--- src/rtl/alu_seq_pkg.sv ---
// -----------------------------------------------------------------------------
// alu_seq_pkg
// Shared definitions for the sequential ALU:
//   - op encodings OP_ADD .. OP_SHR (3-bit opcode presented with the operands)
//   - FSM state encoding (IDLE, SHIFT, DONE)
//   - is_shift() helper used by the control logic
// -----------------------------------------------------------------------------
package alu_seq_pkg;

  localparam logic [2:0] OP_ADD = 3'b000;
  localparam logic [2:0] OP_SUB = 3'b001;
  localparam logic [2:0] OP_AND = 3'b010;
  localparam logic [2:0] OP_OR  = 3'b011;
  localparam logic [2:0] OP_XOR = 3'b100;
  localparam logic [2:0] OP_NOT = 3'b101;
  localparam logic [2:0] OP_SHL = 3'b110;
  localparam logic [2:0] OP_SHR = 3'b111;

  typedef enum logic [1:0] {
    IDLE  = 2'b00,
    SHIFT = 2'b01,
    DONE  = 2'b10
  } state_t;

  function automatic logic is_shift(input logic [2:0] op);
    return (op == OP_SHL) || (op == OP_SHR);
  endfunction

endpackage

--- src/rtl/alu_seq_if.sv ---
// -----------------------------------------------------------------------------
// alu_seq_if
// Operand and result channels of the sequential ALU, each with valid/ready.
//   in_valid/in_ready : operand channel (op, a, b, cin)
//   out_valid/out_ready : result channel (result, flag_z/n/c/v)
// Modports:
//   master : operand source / result consumer (drives operands, out_ready)
//   slave  : the ALU (drives in_ready, result, flags, out_valid)
// -----------------------------------------------------------------------------
interface alu_seq_if #(
  parameter int WIDTH = 8
);
  logic             in_valid;
  logic             in_ready;
  logic [2:0]       op;
  logic [WIDTH-1:0] a;
  logic [WIDTH-1:0] b;
  logic             cin;
  logic             out_valid;
  logic             out_ready;
  logic [WIDTH-1:0] result;
  logic             flag_z;
  logic             flag_n;
  logic             flag_c;
  logic             flag_v;

  modport master (
    output in_valid, op, a, b, cin, out_ready,
    input  in_ready, out_valid, result, flag_z, flag_n, flag_c, flag_v
  );

  modport slave (
    input  in_valid, op, a, b, cin, out_ready,
    output in_ready, out_valid, result, flag_z, flag_n, flag_c, flag_v
  );
endinterface

--- src/rtl/alu_adder_w.sv ---
// -----------------------------------------------------------------------------
// alu_adder_w
// WIDTH-bit ripple-carry adder built from full-adder cells. Shared by ADD and
// SUB (the caller feeds ~b and cin=1 for subtraction).
// Ports:
//   sum  out WIDTH  a + b + cin, modulo 2^WIDTH
//   cout out 1      carry out of the MSB
//   ovf  out 1      signed overflow = carry into MSB xor carry out of MSB
//   a, b in WIDTH   addends
//   cin  in 1       carry in
// -----------------------------------------------------------------------------
module alu_adder_w #(
  parameter int WIDTH = 8
) (
  output logic [WIDTH-1:0] sum,
  output logic             cout,
  output logic             ovf,
  input  logic [WIDTH-1:0] a,
  input  logic [WIDTH-1:0] b,
  input  logic             cin
);

  logic carry;
  logic carry_msb;

  // The carry ripples through a loop variable rather than a carry vector so the
  // chain is evaluated in one pass instead of as a self-dependent signal.
  always_comb begin
    // NOTE: every signal driven here gets a value before any branch or loop,
    // otherwise a path that skips the assignment infers a latch.
    sum       = '0;
    carry     = cin;
    carry_msb = 1'b0;
    for (int i = 0; i < WIDTH; i++) begin
      if (i == WIDTH - 1) carry_msb = carry;
      sum[i] = a[i] ^ b[i] ^ carry;
      carry  = (a[i] & b[i]) | (carry & (a[i] ^ b[i]));
    end
  end

  assign cout = carry;
  assign ovf  = carry ^ carry_msb;

endmodule

--- src/rtl/alu_seq.sv ---
// -----------------------------------------------------------------------------
// alu_seq
// WIDTH-bit ALU with registered result and flags and valid/ready on both
// sides. ADD/SUB/AND/OR/XOR/NOT complete in one cycle; SHL/SHR shift one bit
// per cycle for b[SHAMT_W-1:0] cycles. One operation in flight at a time.
// Ports:
//   clk    in  1   rising-edge clock
//   rst_n  in  1   asynchronous active-low reset
//   bus    slave modport of alu_seq_if (operands in, result/flags out)
// -----------------------------------------------------------------------------
module alu_seq
  import alu_seq_pkg::*;
#(
  parameter int WIDTH = 8
) (
  input  logic     clk,
  input  logic     rst_n,
  alu_seq_if.slave bus
);

  localparam int SHAMT_W = $clog2(WIDTH);

  state_t state, state_next;

  logic               accept;
  logic [SHAMT_W-1:0] shamt;
  logic               start_shift;

  // Shift working state
  logic [WIDTH-1:0]   work;
  logic [SHAMT_W-1:0] count;
  logic               shift_left;
  logic [WIDTH-1:0]   step_val;
  logic               step_bit;
  logic               last_step;

  // Single-cycle datapath
  logic [WIDTH-1:0]   b_eff;
  logic               cin_eff;
  logic [WIDTH-1:0]   sum;
  logic               cout;
  logic               ovf;
  logic [WIDTH-1:0]   imm_res;
  logic               imm_c;
  logic               imm_v;

  // Result register load
  logic               load_en;
  logic [WIDTH-1:0]   load_val;
  logic               load_c;
  logic               load_v;

  assign bus.in_ready  = (state == IDLE);
  assign bus.out_valid = (state == DONE);

  assign accept      = bus.in_valid && bus.in_ready;
  assign shamt       = bus.b[SHAMT_W-1:0];
  assign start_shift = is_shift(bus.op) && (shamt != '0);
  assign last_step   = (count == SHAMT_W'(1));

  // SUB is a + ~b + 1 on the same adder; cin only matters for ADD.
  assign b_eff   = (bus.op == OP_SUB) ? ~bus.b : bus.b;
  assign cin_eff = (bus.op == OP_SUB) ? 1'b1 : bus.cin;

  alu_adder_w #(.WIDTH(WIDTH)) u_adder (
    .sum  (sum),
    .cout (cout),
    .ovf  (ovf),
    .a    (bus.a),
    .b    (b_eff),
    .cin  (cin_eff)
  );

  // Result of every op that finishes on the accept edge. A zero-length shift
  // lands in the default arm: result is a, C and V are 0.
  always_comb begin
    imm_res = bus.a;
    imm_c   = 1'b0;
    imm_v   = 1'b0;
    case (bus.op)
      OP_ADD, OP_SUB: begin
        imm_res = sum;
        imm_c   = cout;
        imm_v   = ovf;
      end
      OP_AND:  imm_res = bus.a & bus.b;
      OP_OR:   imm_res = bus.a | bus.b;
      OP_XOR:  imm_res = bus.a ^ bus.b;
      OP_NOT:  imm_res = ~bus.a;
      default: imm_res = bus.a;
    endcase
  end

  // One shift step; step_bit is the bit falling off the end.
  always_comb begin
    if (shift_left) begin
      step_val = {work[WIDTH-2:0], 1'b0};
      step_bit = work[WIDTH-1];
    end else begin
      step_val = {1'b0, work[WIDTH-1:1]};
      step_bit = work[0];
    end
  end

  // Result and flags are written exactly once, on the edge that enters DONE.
  always_comb begin
    load_en  = 1'b0;
    load_val = imm_res;
    load_c   = imm_c;
    load_v   = imm_v;
    if (state == IDLE && accept && !start_shift) begin
      load_en = 1'b1;
    end else if (state == SHIFT && last_step) begin
      load_en  = 1'b1;
      load_val = step_val;
      load_c   = step_bit;
      load_v   = 1'b0;
    end
  end

  // FSM next state; unused encodings fall back to IDLE.
  always_comb begin
    state_next = state;
    case (state)
      IDLE:    if (accept) state_next = start_shift ? SHIFT : DONE;
      SHIFT:   if (last_step) state_next = DONE;
      DONE:    if (bus.out_ready) state_next = IDLE;
      default: state_next = IDLE;
    endcase
  end

  always_ff @(posedge clk or negedge rst_n) begin
    // NOTE: registers are updated with non-blocking assignments so every
    // process reads the pre-edge value regardless of evaluation order.
    if (!rst_n) state <= IDLE;
    else        state <= state_next;
  end

  always_ff @(posedge clk or negedge rst_n) begin
    if (!rst_n) begin
      work       <= '0;
      count      <= '0;
      shift_left <= 1'b0;
    end else if (state == IDLE && accept && start_shift) begin
      work       <= bus.a;
      count      <= shamt;
      shift_left <= (bus.op == OP_SHL);
    end else if (state == SHIFT) begin
      work  <= step_val;
      count <= count - SHAMT_W'(1);
    end
  end

  always_ff @(posedge clk or negedge rst_n) begin
    if (!rst_n) begin
      bus.result <= '0;
      bus.flag_z <= 1'b0;
      bus.flag_n <= 1'b0;
      bus.flag_c <= 1'b0;
      bus.flag_v <= 1'b0;
    end else if (load_en) begin
      bus.result <= load_val;
      bus.flag_z <= (load_val == '0);
      bus.flag_n <= load_val[WIDTH-1];
      bus.flag_c <= load_c;
      bus.flag_v <= load_v;
    end
  end

endmodule

--- src/flat_wrapper.sv ---
// flat-port wrapper written by rule: the top's interface ports become plain ports
module alu_seq_flat import alu_seq_pkg::*;
#(
  parameter int WIDTH = 8
)
  (clk, rst_n, bus_in_valid, bus_op, bus_a, bus_b, bus_cin, bus_out_ready, bus_in_ready, bus_out_valid, bus_result, bus_flag_z, bus_flag_n, bus_flag_c, bus_flag_v);
  alu_seq_if #(.WIDTH(WIDTH)) bus_i ();
  input  logic clk;
  input  logic rst_n;
  input wire logic [$bits(bus_i.in_valid)-1:0] bus_in_valid;
  input wire logic [$bits(bus_i.op)-1:0] bus_op;
  input wire logic [$bits(bus_i.a)-1:0] bus_a;
  input wire logic [$bits(bus_i.b)-1:0] bus_b;
  input wire logic [$bits(bus_i.cin)-1:0] bus_cin;
  input wire logic [$bits(bus_i.out_ready)-1:0] bus_out_ready;
  output wire logic [$bits(bus_i.in_ready)-1:0] bus_in_ready;
  output wire logic [$bits(bus_i.out_valid)-1:0] bus_out_valid;
  output wire logic [$bits(bus_i.result)-1:0] bus_result;
  output wire logic [$bits(bus_i.flag_z)-1:0] bus_flag_z;
  output wire logic [$bits(bus_i.flag_n)-1:0] bus_flag_n;
  output wire logic [$bits(bus_i.flag_c)-1:0] bus_flag_c;
  output wire logic [$bits(bus_i.flag_v)-1:0] bus_flag_v;
  assign bus_i.in_valid = bus_in_valid;
  assign bus_i.op = bus_op;
  assign bus_i.a = bus_a;
  assign bus_i.b = bus_b;
  assign bus_i.cin = bus_cin;
  assign bus_i.out_ready = bus_out_ready;
  assign bus_in_ready = bus_i.in_ready;
  assign bus_out_valid = bus_i.out_valid;
  assign bus_result = bus_i.result;
  assign bus_flag_z = bus_i.flag_z;
  assign bus_flag_n = bus_i.flag_n;
  assign bus_flag_c = bus_i.flag_c;
  assign bus_flag_v = bus_i.flag_v;
  alu_seq #(.WIDTH(WIDTH)) u_core (.clk(clk), .rst_n(rst_n), .bus(bus_i));
endmodule
--- config.mk ---
export PLATFORM = sky130hd
export DESIGN_NAME = alu_seq_flat
export DESIGN_NICKNAME = d
export VERILOG_FILES = /design/src/rtl/alu_seq_pkg.sv /design/src/rtl/alu_seq_if.sv /design/src/rtl/alu_adder_w.sv /design/src/rtl/alu_seq.sv /design/src/flat_wrapper.sv
export SDC_FILE = /design/constraint.sdc
export NUM_CORES = 1
export LEC_CHECK = 0
export ABC_CLOCK_PERIOD_IN_PS = 1700
export CELL_PAD_IN_SITES_DETAIL_PLACEMENT = 2
export CELL_PAD_IN_SITES_GLOBAL_PLACEMENT = 2
export CORE_MARGIN = 1.5
export CORE_UTILIZATION = 29
export DETAILED_ROUTE_END_ITERATION = 7
export GPL_TIMING_DRIVEN = 1
export PLACE_DENSITY = 0.83
export SYNTH_ARGS = -nofsm -noshare
export SYNTH_HDL_FRONTEND = slang
export SYNTH_HIERARCHICAL = 1
export SYNTH_SLANG_ARGS = --single-unit
export TNS_END_PERCENT = 10
--- constraint.sdc ---
create_clock -name clk -period 1.7 [get_ports clk]
set_clock_uncertainty 0.05 [all_clocks]
set_input_delay 0.17 -clock clk [delete_from_list [all_inputs] [get_ports clk]]
set_output_delay 0.17 -clock clk [all_outputs]
set_load 0.1 [all_outputs]
==> results of run 1 <==
layout by cell type (no fill, tap or decap), types with 5 or more instances in the layout:
cell and instances:
nor2_1 17, clkdlybuf4s50_1 15, ha_1 18, a221o_1 6
buf_4 63, nand2b_1 6, nor2b_1 8, buf_6 5
dfrtp_1 25, nand2_1 25, o21ai_0 7, buf_12 15
fa_2 7, mux2i_1 8, inv_2 5, xnor2_1 9
a21oi_1 8, inv_1 26
worst reg2reg max path: stages, from the launching register on:
cell	delay, ps
dfrtp_1	390
inv_1	80
ha_1	160
nor4bb_1	280
buf_4	240
nand2_1	100
o31ai_2	80
buf_4	180
o2111ai_2	130
o31ai_2	250
repair_timing:
action / CTS / global route
resized for setup: 35 / 23
pin swaps: 16 / 18
setup buffers: 1 / 3
endpoints found under the setup margin: 24 / 22
power by group through the flow:
stage / combinational [mW] / sequential, mW / clock [mW]
3_5_place_dp: 3.49 / 1.18 / 0
3_3_place_gp: 3.32 / 1.14 / 0
6_report: 3.66 / 1.19 / 0.366
5_1_grt: 3.86 / 1.23 / 0.396
2_1_floorplan: 1.29 / 1.83 / 0
4_1_cts: 3.58 / 1.18 / 0.377
cell usage after synthesis, drive strengths merged, types with 6 or more instances:
library cell / instances / area (um2)
inv: 31 / 116.4
nand2: 26 / 97.59
dfrtp: 25 / 625.6
nor2: 20 / 75.07
ha: 18 / 225.2
buf: 15 / 90.09
xnor2: 11 / 96.34
a21oi: 10 / 53.80
nor2b: 9 / 56.30
fa: 8 / 160.2
mux2i: 8 / 80.08
o21ai: 8 / 40.04
nand2b: 7 / 43.79
a221o: 6 / 60.06
routing by layer:
metal | wire [um] | vias up | global-route usage
li1 | - | 1111 | -
met3 | 252 | 21 | 0.01870
met5 | 0 | - | 0
met1 | 3588 | 1200 | 0.2467
met2 | 5085 | 56 | 0.4325
met4 | 298 | 0 | 0.08712
kinds of logic after synthesis:
logic type / Yosys count / synth area share
buffers and inverters: 47 / 0.08922
flip-flops: 25 / 0.2655
AO/OA/AOI/OAI: 63 / 0.2050
AND/OR/NAND/NOR: 90 / 0.1970
multiplexers: 9 / 0.03877
XOR/XNOR: 11 / 0.04089
adder cells (fa/ha/maj): 26 / 0.1636
area by class of cell:
cell class	instances	area, um2	share of cell area
clock buffer	4	45.04	0.01228
inverter	31	116.4	0.03173
multi-input combinational	199	1692	0.4613
sequential	25	625.6	0.1706
tap	102	127.6	0.03480
timing repair buffer	105	1061	0.2893
per-stage QoR:
step	instance area, um2	hold WS, ps	utilization
floorplan	2396	-175.6	-
global placement	3416	459.7	0.4375
detailed placement	3416	483.3	0.4375
CTS	3548	216.3	0.4545
global route	3667	236.1	0.4697
finish	3667	211.7	0.4697
flip-flops by register name (all words and copies together) (netlist names):
name,flops
u_core/bus.result,8
u_core/work,8
u_core/count,3
u_core/state,2
u_core/bus.flag_c,1
u_core/bus.flag_v,1
u_core/bus.flag_z,1
u_core/shift_left,1
how the worst max path moves through the flow:
stage                         start                end  slack, ps  depth (start not counted)
after CTS                 bus_op[0]  u_core/bus.flag_z      -2900                         20
after global placement    bus_op[2]  u_core/bus.flag_z      -3090                         21
final                     bus_op[1]  u_core/bus.flag_z      -2570                         21
after global routing      bus_op[1]  u_core/bus.flag_z      -2640                         21
after floorplan           bus_op[0]  u_core/bus.flag_z      -2770                         22
after detailed placement  bus_op[2]  u_core/bus.flag_z      -3390                         21
==> metrics.md, run 1 <==
| Metric | Value |
|---|---|
| Pwr Density | 1423 mW/mm2 |
| Seq cells post-synth | 25 |
| Synthesized area | 0.002356 mm2 |
| Overflow left after global routing | 0 |
| Number of detailed-route iterations in the first pass | 4 |
| Highest achievable clock rate | 0.2339 GHz |
| Required time at the worst-slack endpoint | roughly 1800 ps |
| Post-route setup slack | -2575 ps |
| Worst-path fanout max | 4 |
| # port buffers | 37 |
| Chip Height | 93.14 um |
| Global routing usage summed across all routing layers | 0.2226 |
| Number of standard cells in the final layout excluding fillers | 466 |
| Layout area overhead | 55.66% |
| Worst Setup Start Kind | primary input |
| Slowest stage cell on the critical path | fa_1 |
| Diodes inserted | 0 |
| Crit-path cells | buf_8 -> nor2_4 -> and2_4 -> or2_4 -> fa_2 -> inv_2 -> fa_2 -> inv_2 -> fa_2 -> fa_2 -> fa_2 -> fa_2 -> fa_2 -> inv_2 -> fa_1 -> inv_1 -> inv_2 -> o311ai_4 -> a211oi_4 -> o2111ai_2 -> o31ai_2 |
| Crit-path most repeated cell | fa_2 |
| Worst reg2reg path depth | 9 |
| I/O pins | 38 |
| Relative contribution of sequential cells to total power | 0.228 |
| Antenna violations before repair | 0 |
| Fraction of synthesis flops using an asynchronous set or reset pin | 1.000 |
| Internal reg-to-reg setup slack | -320 ps |
| Layout cell share with drive strength beyond 1 | 0.3599 |
| Detailed placement HPWL | 7.296 mm |
| Die X-Extent | 93.14 um |
| Routability Congestion | 0.8278 |
| Clock latency of the later-clocked register in the worst-skew pair | 270 ps |
| Post-layout power | 5.218 mW |
| Most common flop cell mapped by yosys | dfrtp_1 |
| Crit Path Class | primary input to register |
| Clock tree sinks | 25 |
| Layout filler cell count | about 840 |
| Number of enable flip-flop cells after synthesis | 0 |
| Violations in the final reports | setup timing |
| Critical path buffers and inverters | 6 |
| Gate power share | 0.702 |
| Num rows | 32 |
| Cell count after synthesis | 271 |
| TritonCTS clock tree | built |
| Number of buffers added by the clock tree synthesis step | 3 |
| Die Area | 0.008674 mm2 |
| Cell-internal power | roughly 2.5 mW |
| LEAKAGE | about 1.7 nW |
| Gate family responsible for the most delay along the worst path | adder cells |
| Number of nets still failing antenna checks after routing | 0 |
| CP Capture Type | register |
| Outcome | finished with violations |
| Initial detailed-routing violation count | 96 |
| Type of the tightest min-delay check | primary input to asynchronous set/reset pin |
| Final slew viol count | 0 |
| Average routed wire per standard cell | 19.80 um |
| CTS Hold Bufs | 0 |
| Number of max-cap violations | 0 |
| Register area share after synthesis | 0.2655 |
| Clock root buffer master | clkbuf_8 |
| Starting Density | 0.3018 |
| Net switching share of the total power | 0.5130 |
| Actual slew at the worst max-slew pin | 361.3 ps |
| Via Count | approximately 2400 |
| Worst VDD drop | 434.9 uV |
| Hold violation total from the final report | 0 |
| Via density per instance | 5.124 |
| Remaining max-slew budget at the tightest pin | 0.7582 |
| Unrepaired setup endpoints after global routing | true |
| Clock transition at path regs | 90 ps |
| DRC errors left | 0 |
| Synth warnings | 6 |
| Number of placed instances, taps included | between 400 and 500 |
| Post-synthesis average cell area | approximately 8.7 um2 |
| Final net count | 415 |
| Startpoint of the worst register-to-register path | u_core/count[1] |
| Net switching component of the power | between 2 and 3 mW |
| Post-route setup TNS | -16570 ps |
| Clk pwr share | 0.070 |
| Delay of the slowest cell on the worst path | 400 ps |
| Worst-case clock buffer depth | 2 |
| Largest net degree at the start of global routing | 34 |
| Minimum setup slack after placement | -3386 ps |
| Vias in the first global route | 2775 |
| Floorplan Core Area | 0.007807 mm2 |
| H-tree depth reported by CTS | 1 |
| Total nets after synthesis | 321 |
| Critical path data arrival time | 4390 ps |
| Post-route fraction of the period consumed by the critical path | 2.515 |
| Number of distinct library cells after synthesis | 51 |
| Overall routed net length | 9.225 mm |
| Setup-violating endpoint count in the final report | 11 |
| Capture point of the worst reg-to-reg path | u_core/bus.flag_z |
| Global-route wire length before repair | 14.79 mm |
| Time the final worst path needs with I/O delays and setup | 4275 ps |
(Power assumes the default switching activity.)
==> run 2, diff against run 1 <==
--- a/config.mk
+++ b/config.mk
@@ -12,2 +12,3 @@
 export CORE_UTILIZATION = 29
+export CTS_BUF_LIST = sky130_fd_sc_hd__clkbuf_8 sky130_fd_sc_hd__clkbuf_16
 export DETAILED_ROUTE_END_ITERATION = 7
==> constraint.sdc (replaced) <==
create_clock -name clk -period 1.7 [get_ports clk]
set_clock_uncertainty 0.05 [all_clocks]
set_input_delay 0.255 -clock clk [delete_from_list [all_inputs] [get_ports clk]]
set_output_delay 0.255 -clock clk [all_outputs]
set_load 0.1 [all_outputs]
==> run 2 against run 1 <==
The run still ends with setup timing left. Non-clock buffer count rose by 3. Global-route usage up 1.1 points. Clock power is essentially flat. Count of clock-buffer cells in the layout shrank 1. Wire length is 1.6% higher. Setup slack got worse by 74 ps. Critical path type unchanged. Largest cell class unchanged.
==> metrics.md, run 2 (synthesized netlist as in run 1, its figures left out) <==
| Metric | Value |
|---|---|
| Final slew viol count | 0 |
| Vias in the first global route | about 2900 |
| Floorplan Core Area | roughly 0.0078 mm2 |
| Clock transition at path regs | 100 ps |
| Die Area | roughly 0.0087 mm2 |
| Smallest hold slack | about 300 ps |
| LEAKAGE | 1.694 nW |
| Worst-path fanout max | 4 |
| Diodes inserted | 0 |
| Global routing usage summed across all routing layers | 0.2338 |
| Busiest layer in global routing | met2 |
| Worst Setup Start Kind | primary input |
| Clock root buffer master | clkbuf_8 |
| Outcome | finished with violations |
| Worst reg2reg path depth | 9 |
| Starting Density | 0.3018 |
| Detailed placement HPWL | 7.124 mm |
| Internal reg-to-reg setup slack | -310 ps |
| Actual slew at the worst max-slew pin | 375.8 ps |
| Worst-case clock buffer depth | 2 |
| Average routed wire per standard cell | between 15 and 20 um |
| Final net count | 418 |
| Post-route setup slack | -2649 ps |
| Required time at the worst-slack endpoint | 1810 ps |
| Violations in the final reports | setup timing |
| Number of nets still failing antenna checks after routing | 0 |
| Critical path data arrival time | 4460 ps |
| CTS Hold Bufs | 0 |
| Worst VDD drop | 445.5 uV |
| Met3 track demand over resource | 0.01463 |
| Number of buffers added by the clock tree synthesis step | 3 |
| Type of the tightest min-delay check | primary input to asynchronous set/reset pin |
| Crit Path Class | primary input to register |
| Capture point of the worst reg-to-reg path | u_core/bus.flag_z |
| Overall routed net length | roughly 9.4 mm |
| Post-layout power | ~5.2 mW |
| I/O pins | 38 |
| Hold violation total from the final report | 0 |
| Chip Height | 93.14 um |
| Clock tree sinks | 25 |
| Met1 track demand over resource in global routing | 0.2719 |
| Number of detailed-route iterations in the first pass | 4 |
| Regs by FF count | u_core/bus.result (8), u_core/work (8), u_core/count (3) |
| Commonest non-fill, non-tap cell in the layout | buf_4 |
| CP Capture Type | register |
| DRC errors left | 0 |
| TritonCTS clock tree | built |
| Via density per instance | 5.171 |
| Pwr Density | 1429 mW/mm2 |
| Number of max-cap violations | 0 |
| Time the final worst path needs with I/O delays and setup | 4349 ps |
| Minimum setup slack after placement | -3385 ps |
| Commonest non-fill, non-tap cells in the layout | buf_4 (64), inv_1 (26), nand2_1 (25), dfrtp_1 (24), ha_1 (18) |
| Routability Congestion | between 0.7 and 0.8 |
| H-tree depth reported by CTS | 1 |
| Overflow left after global routing | 0 |
| Num rows | 32 |
| # port buffers | 37 |
| Clock latency of the later-clocked register in the worst-skew pair | 270 ps |
| Die X-Extent | around 93 um |
| Setup-violating endpoint count in the final report | 11 |
| Antenna violations before repair | 0 |
| Via Count | roughly 2400 |
| Global-route wire length before repair | 15.57 mm |
| Largest net degree at the start of global routing | 34 |
| Unrepaired setup endpoints after global routing | true |
| Layout area overhead | 55.66% |
| Layout filler cell count | 846 |
| Layout cell share with drive strength beyond 1 | 0.3651 |
| GR Util met2 | 0.4586 |
| Startpoint of the worst register-to-register path | u_core/count[1] |
| Highest achievable clock rate | 0.2299 GHz |
| Initial detailed-routing violation count | 120 |
| Post-route fraction of the period consumed by the critical path | 2.558 |
| Remaining max-slew budget at the tightest pin | 0.7460 |
run 2: power by group:
part	total (mW)	internal (mW)	switching [mW]
Combinational	3.67	1.52	2.15
Sequential	1.20	0.862	0.341
Clock	0.368	0.166	0.201
Total	5.24	2.55	2.69
run 2: area by class of cell:
type,instances,area [um2],area share
clock inverter,1,7.507,0.002047
tap,102,127.6,0.03480
timing repair buffer,108,1079,0.2941
inverter,31,116.4,0.03173
sequential,25,626.9,0.1709
clock buffer,3,41.29,0.01126
multi-input combinational,199,1669,0.4551
run 2: worst max-delay path by stage:
| stage | slack, ps | start | endpoint | cells after the start |
|---|---|---|---|---|
| floorplan | -2850 | bus_op[0] | u_core/bus.flag_z | 22 |
| global placement | -3180 | bus_op[2] | u_core/bus.flag_z | 21 |
| detailed placement | -3380 | bus_op[2] | u_core/bus.flag_z | 21 |
| CTS | -2820 | bus_op[2] | u_core/bus.flag_z | 21 |
| global route | -2740 | bus_op[1] | u_core/bus.flag_z | 21 |
| finish | -2650 | bus_op[1] | u_core/bus.flag_z | 21 |
run 2: through the flow:
step | std cells | util | cell area [um2] | TNS, ps
after detailed placement | 459 | 0.4385 | 3423 | -34300
after floorplan | 271 | - | 2396 | -33320
after CTS | 468 | 0.4628 | 3613 | -18680
after global routing | 469 | 0.4697 | 3667 | -18320
final | 469 | 0.4697 | 3667 | -17180
after global placement | 459 | 0.4385 | 3423 | -31060
run 2: critical path, cell delays in order:
cell and delay, ps:
buf_8 80, nor2_4 30, and2_4 160, or2_4 230
fa_2 340, inv_2 70, fa_2 180, inv_2 40
fa_2 330, fa_2 360, fa_2 390, fa_2 360
fa_2 360, inv_2 70, fa_1 390, inv_1 70
inv_2 40, o311ai_4 260, a211oi_2 90, o2111ai_1 240
o31ai_2 90
run 2: what timing repair did:
item	CTS	global route
resized for setup	44	17
endpoints found under the setup margin	24	24
setup buffers	5	1
pin swaps	14	10
run 2: routing by layer:
metal	vias to the layer above	wire (um)
met5	-	0
met4	0	142
li1	1127	-
met2	61	5229
met1	1223	3673
met3	14	325
==> run 3, diff against run 2 <==
- CORE_MARGIN: 1.5 -> unset
- SETUP_SLACK_MARGIN: unset -> 0.02
==> run 3 against run 2 <==
The run still ends with setup timing left. Setup slack lost 41 ps. Power rose by 0.30%. Global-route usage fell by 1.4 points. Non-clock buffer count is 5 lower. Combinational power about the same. Largest cell class unchanged. Largest power group unchanged.
==> metrics.md, run 3 (synthesized netlist as in run 1, its figures left out) <==
| Metric | Value |
|---|---|
| Layout area overhead | 55.23% |
| Relative contribution of sequential cells to total power | 0.226 |
| Delay of the slowest cell on the worst path | 420 ps |
| CP Capture Type | register |
| Highest achievable clock rate | 0.2278 GHz |
| Setup-violating endpoint count in the final report | 21 |
| Worst-case clock buffer depth | 2 |
| Commonest non-fill, non-tap cells in the layout | buf_4 (60), inv_1 (26), nand2_1 (25), dfrtp_1 (24), ha_1 (18) |
| Regs by FF count | u_core/bus.result (8), u_core/work (8), u_core/count (3) |
| Diodes inserted | 0 |
| Clock transition at path regs | approximately 90 ps |
| Crit Path Class | primary input to register |
| Crit-path cells | buf_6 -> and2_4 -> or2_4 -> fa_2 -> inv_2 -> fa_2 -> inv_2 -> fa_2 -> fa_2 -> fa_2 -> fa_2 -> fa_2 -> inv_2 -> fa_1 -> inv_1 -> inv_2 -> o311ai_4 -> a211oi_4 -> o2111ai_2 -> o31ai_2 |
| Post-route setup slack | -2691 ps |
| Number of detailed-route iterations in the first pass | 4 |
| Layout cell share with drive strength beyond 1 | 0.3508 |
| Worst VDD drop | 456.9 uV |
| Violations in the final reports | setup timing |
| Required time at the worst-slack endpoint | 1810 ps |
| Average routed wire per standard cell | 19.30 um |
| Post-route core utilization | 0.4684 |
| Global-route wire length before repair | 14.52 mm |
| Crit-path most repeated cell | fa_2 |
| Hold violation total from the final report | 0 |
| Vias in the first global route | 2781 |
| TritonCTS clock tree | built |
| Outcome | finished with violations |
| Clock tree sinks | 25 |
| Number of nets still failing antenna checks after routing | 0 |
| Largest net degree at the start of global routing | 34 |
| Type of the tightest min-delay check | primary input to asynchronous set/reset pin |
| Time the final worst path needs with I/O delays and setup | ~4400 ps |
| Net switching share of the total power | 0.5142 |
| Clock latency of the later-clocked register in the worst-skew pair | 270 ps |
| Actual slew at the worst max-slew pin | approximately 630 ps |
| Cell-internal power | 2.554 mW |
| Clock root buffer master | clkbuf_8 |
| Die X-Extent | 92.14 um |
| Worst Setup Start Kind | primary input |
| Commonest non-fill, non-tap cell in the layout | buf_4 |
| Overall routed net length | 8.955 mm |
| Layout filler cell count | 823 |
| Number of max-cap violations | 0 |
| Via density per instance | 5.209 |
| Final slew viol count | 0 |
| Clk pwr share | 0.070 |
| Gate power share | 0.704 |
| Slowest stage cell on the critical path | fa_1 |
| Num rows | 32 |
| # port buffers | 37 |
| H-tree depth reported by CTS | 1 |
| Final Cell Area | 0.003657 mm2 |
| Critical path data arrival time | 4500 ps |
| Placement-stage cell area | 0.003423 mm2 |
| Unrepaired setup endpoints after global routing | true |
| Overflow left after global routing | 0 |
| Initial detailed-routing violation count | 94 |
| Antenna violations before repair | 0 |
| Smallest hold slack | 301.8 ps |
| Global routing usage summed across all routing layers | 0.2201 |
| Final net count | 413 |
| DRC errors left | 0 |
| Post-route fraction of the period consumed by the critical path | 2.583 |
| Via Count | roughly 2400 |
| Pwr Density | 1437 mW/mm2 |
| Post-route setup TNS | -17630 ps |
| LEAKAGE | 1.690 nW |
| Remaining max-slew budget at the tightest pin | 0.5822 |
| Detailed placement HPWL | 7.070 mm |
| Routability Congestion | between 0.8 and 0.9 |
| Starting Density | 0.3018 |
| Die Area | 0.008489 mm2 |
| Chip Height | 92.14 um |
| Net switching component of the power | 2.703 mW |
| Floorplan Core Area | 0.007807 mm2 |
| I/O pins | 38 |
| Number of buffers added by the clock tree synthesis step | 3 |
| Worst-path fanout max | 3 |
## run 3: cell types whose count changed in the layout (fill, tap and decap cells not counted), moves of 2 or more
cell	before	now
dlymetal6s2s_1	0	2
nor2_2	3	1
buf_4	64	60
buf_8	3	1
buf_6	5	7
o31ai_2	4	2
## run 3: routing by layer
layer	GRT usage	wire, um	vias to the layer above
li1	-	-	1113
met3	0.02322	266	14
met2	0.4285	4970	55
met4	0.06380	135	0
met1	0.2492	3583	1235
met5	0	0	-
## run 3: through the flow
| stage | total power [mW] | instances | setup WS, ps |
|---|---|---|---|
| global placement | 4.466 | 459 | -3176 |
| detailed placement | 4.664 | 459 | -3424 |
| floorplan | 3.112 | 271 | -2851 |
| global route | 5.504 | 464 | -2769 |
| CTS | 5.142 | 464 | -3017 |
| finish | 5.256 | 464 | -2691 |
## run 3: area by class of cell
| cell class | instances | area, um2 | share of cell area |
|---|---|---|---|
| clock buffers | 3 | 41.29 | 0.01129 |
| inverters | 31 | 116.4 | 0.03182 |
| flip-flops and latches | 25 | 626.9 | 0.1714 |
| well taps | 102 | 127.6 | 0.03490 |
| clock inverters | 1 | 5.005 | 0.001368 |
| repair buffers | 103 | 1047 | 0.2863 |
| multi-input cells | 199 | 1693 | 0.4629 |
## run 3: what timing repair did
| item | in CTS | in global routing |
|---|---|---|
| hold endpoints to repair | 0 | 0 |
| resized for setup | 34 | 25 |
| setup endpoints to repair | 24 | 25 |
| cloned | 0 | 0 |
| buffers inserted | 1 | 0 |
| hold buffers | 0 | 0 |
| pin swaps | 16 | 15 |
## run 3: critical path: cells and delay by family
family          cells  cell delay [ps]
fa+ha+maj           8             2730
compound gates      4              690
buf+inv             6              420
simple gates        2              380
## run 3: power groups by stage
stage	sequential, mW	clock (mW)	combinational [mW]
floorplan	1.83	0	1.29
global placement	1.15	0	3.31
detailed placement	1.18	0	3.48
CTS	1.17	0.373	3.60
global route	1.22	0.388	3.90
finish	1.19	0.368	3.70
## run 3: path summary, 6_finish.rpt
path	from	to	slack [ps]	cells past startpoint
setup / recovery	bus_op[0]	u_core/bus.flag_z	-2690	20
hold / removal	rst_n	u_core/bus.result[3]	300	2
setup reg to reg	u_core/count[1]	u_core/bus.flag_z	-460	9
hold reg to reg	u_core/bus.result[4]	u_core/bus.result[4]	490	2
max in group asynchronous	rst_n	u_core/state[1]	1030	2
min in group clk	bus_b[1]	u_core/count[1]	370	3
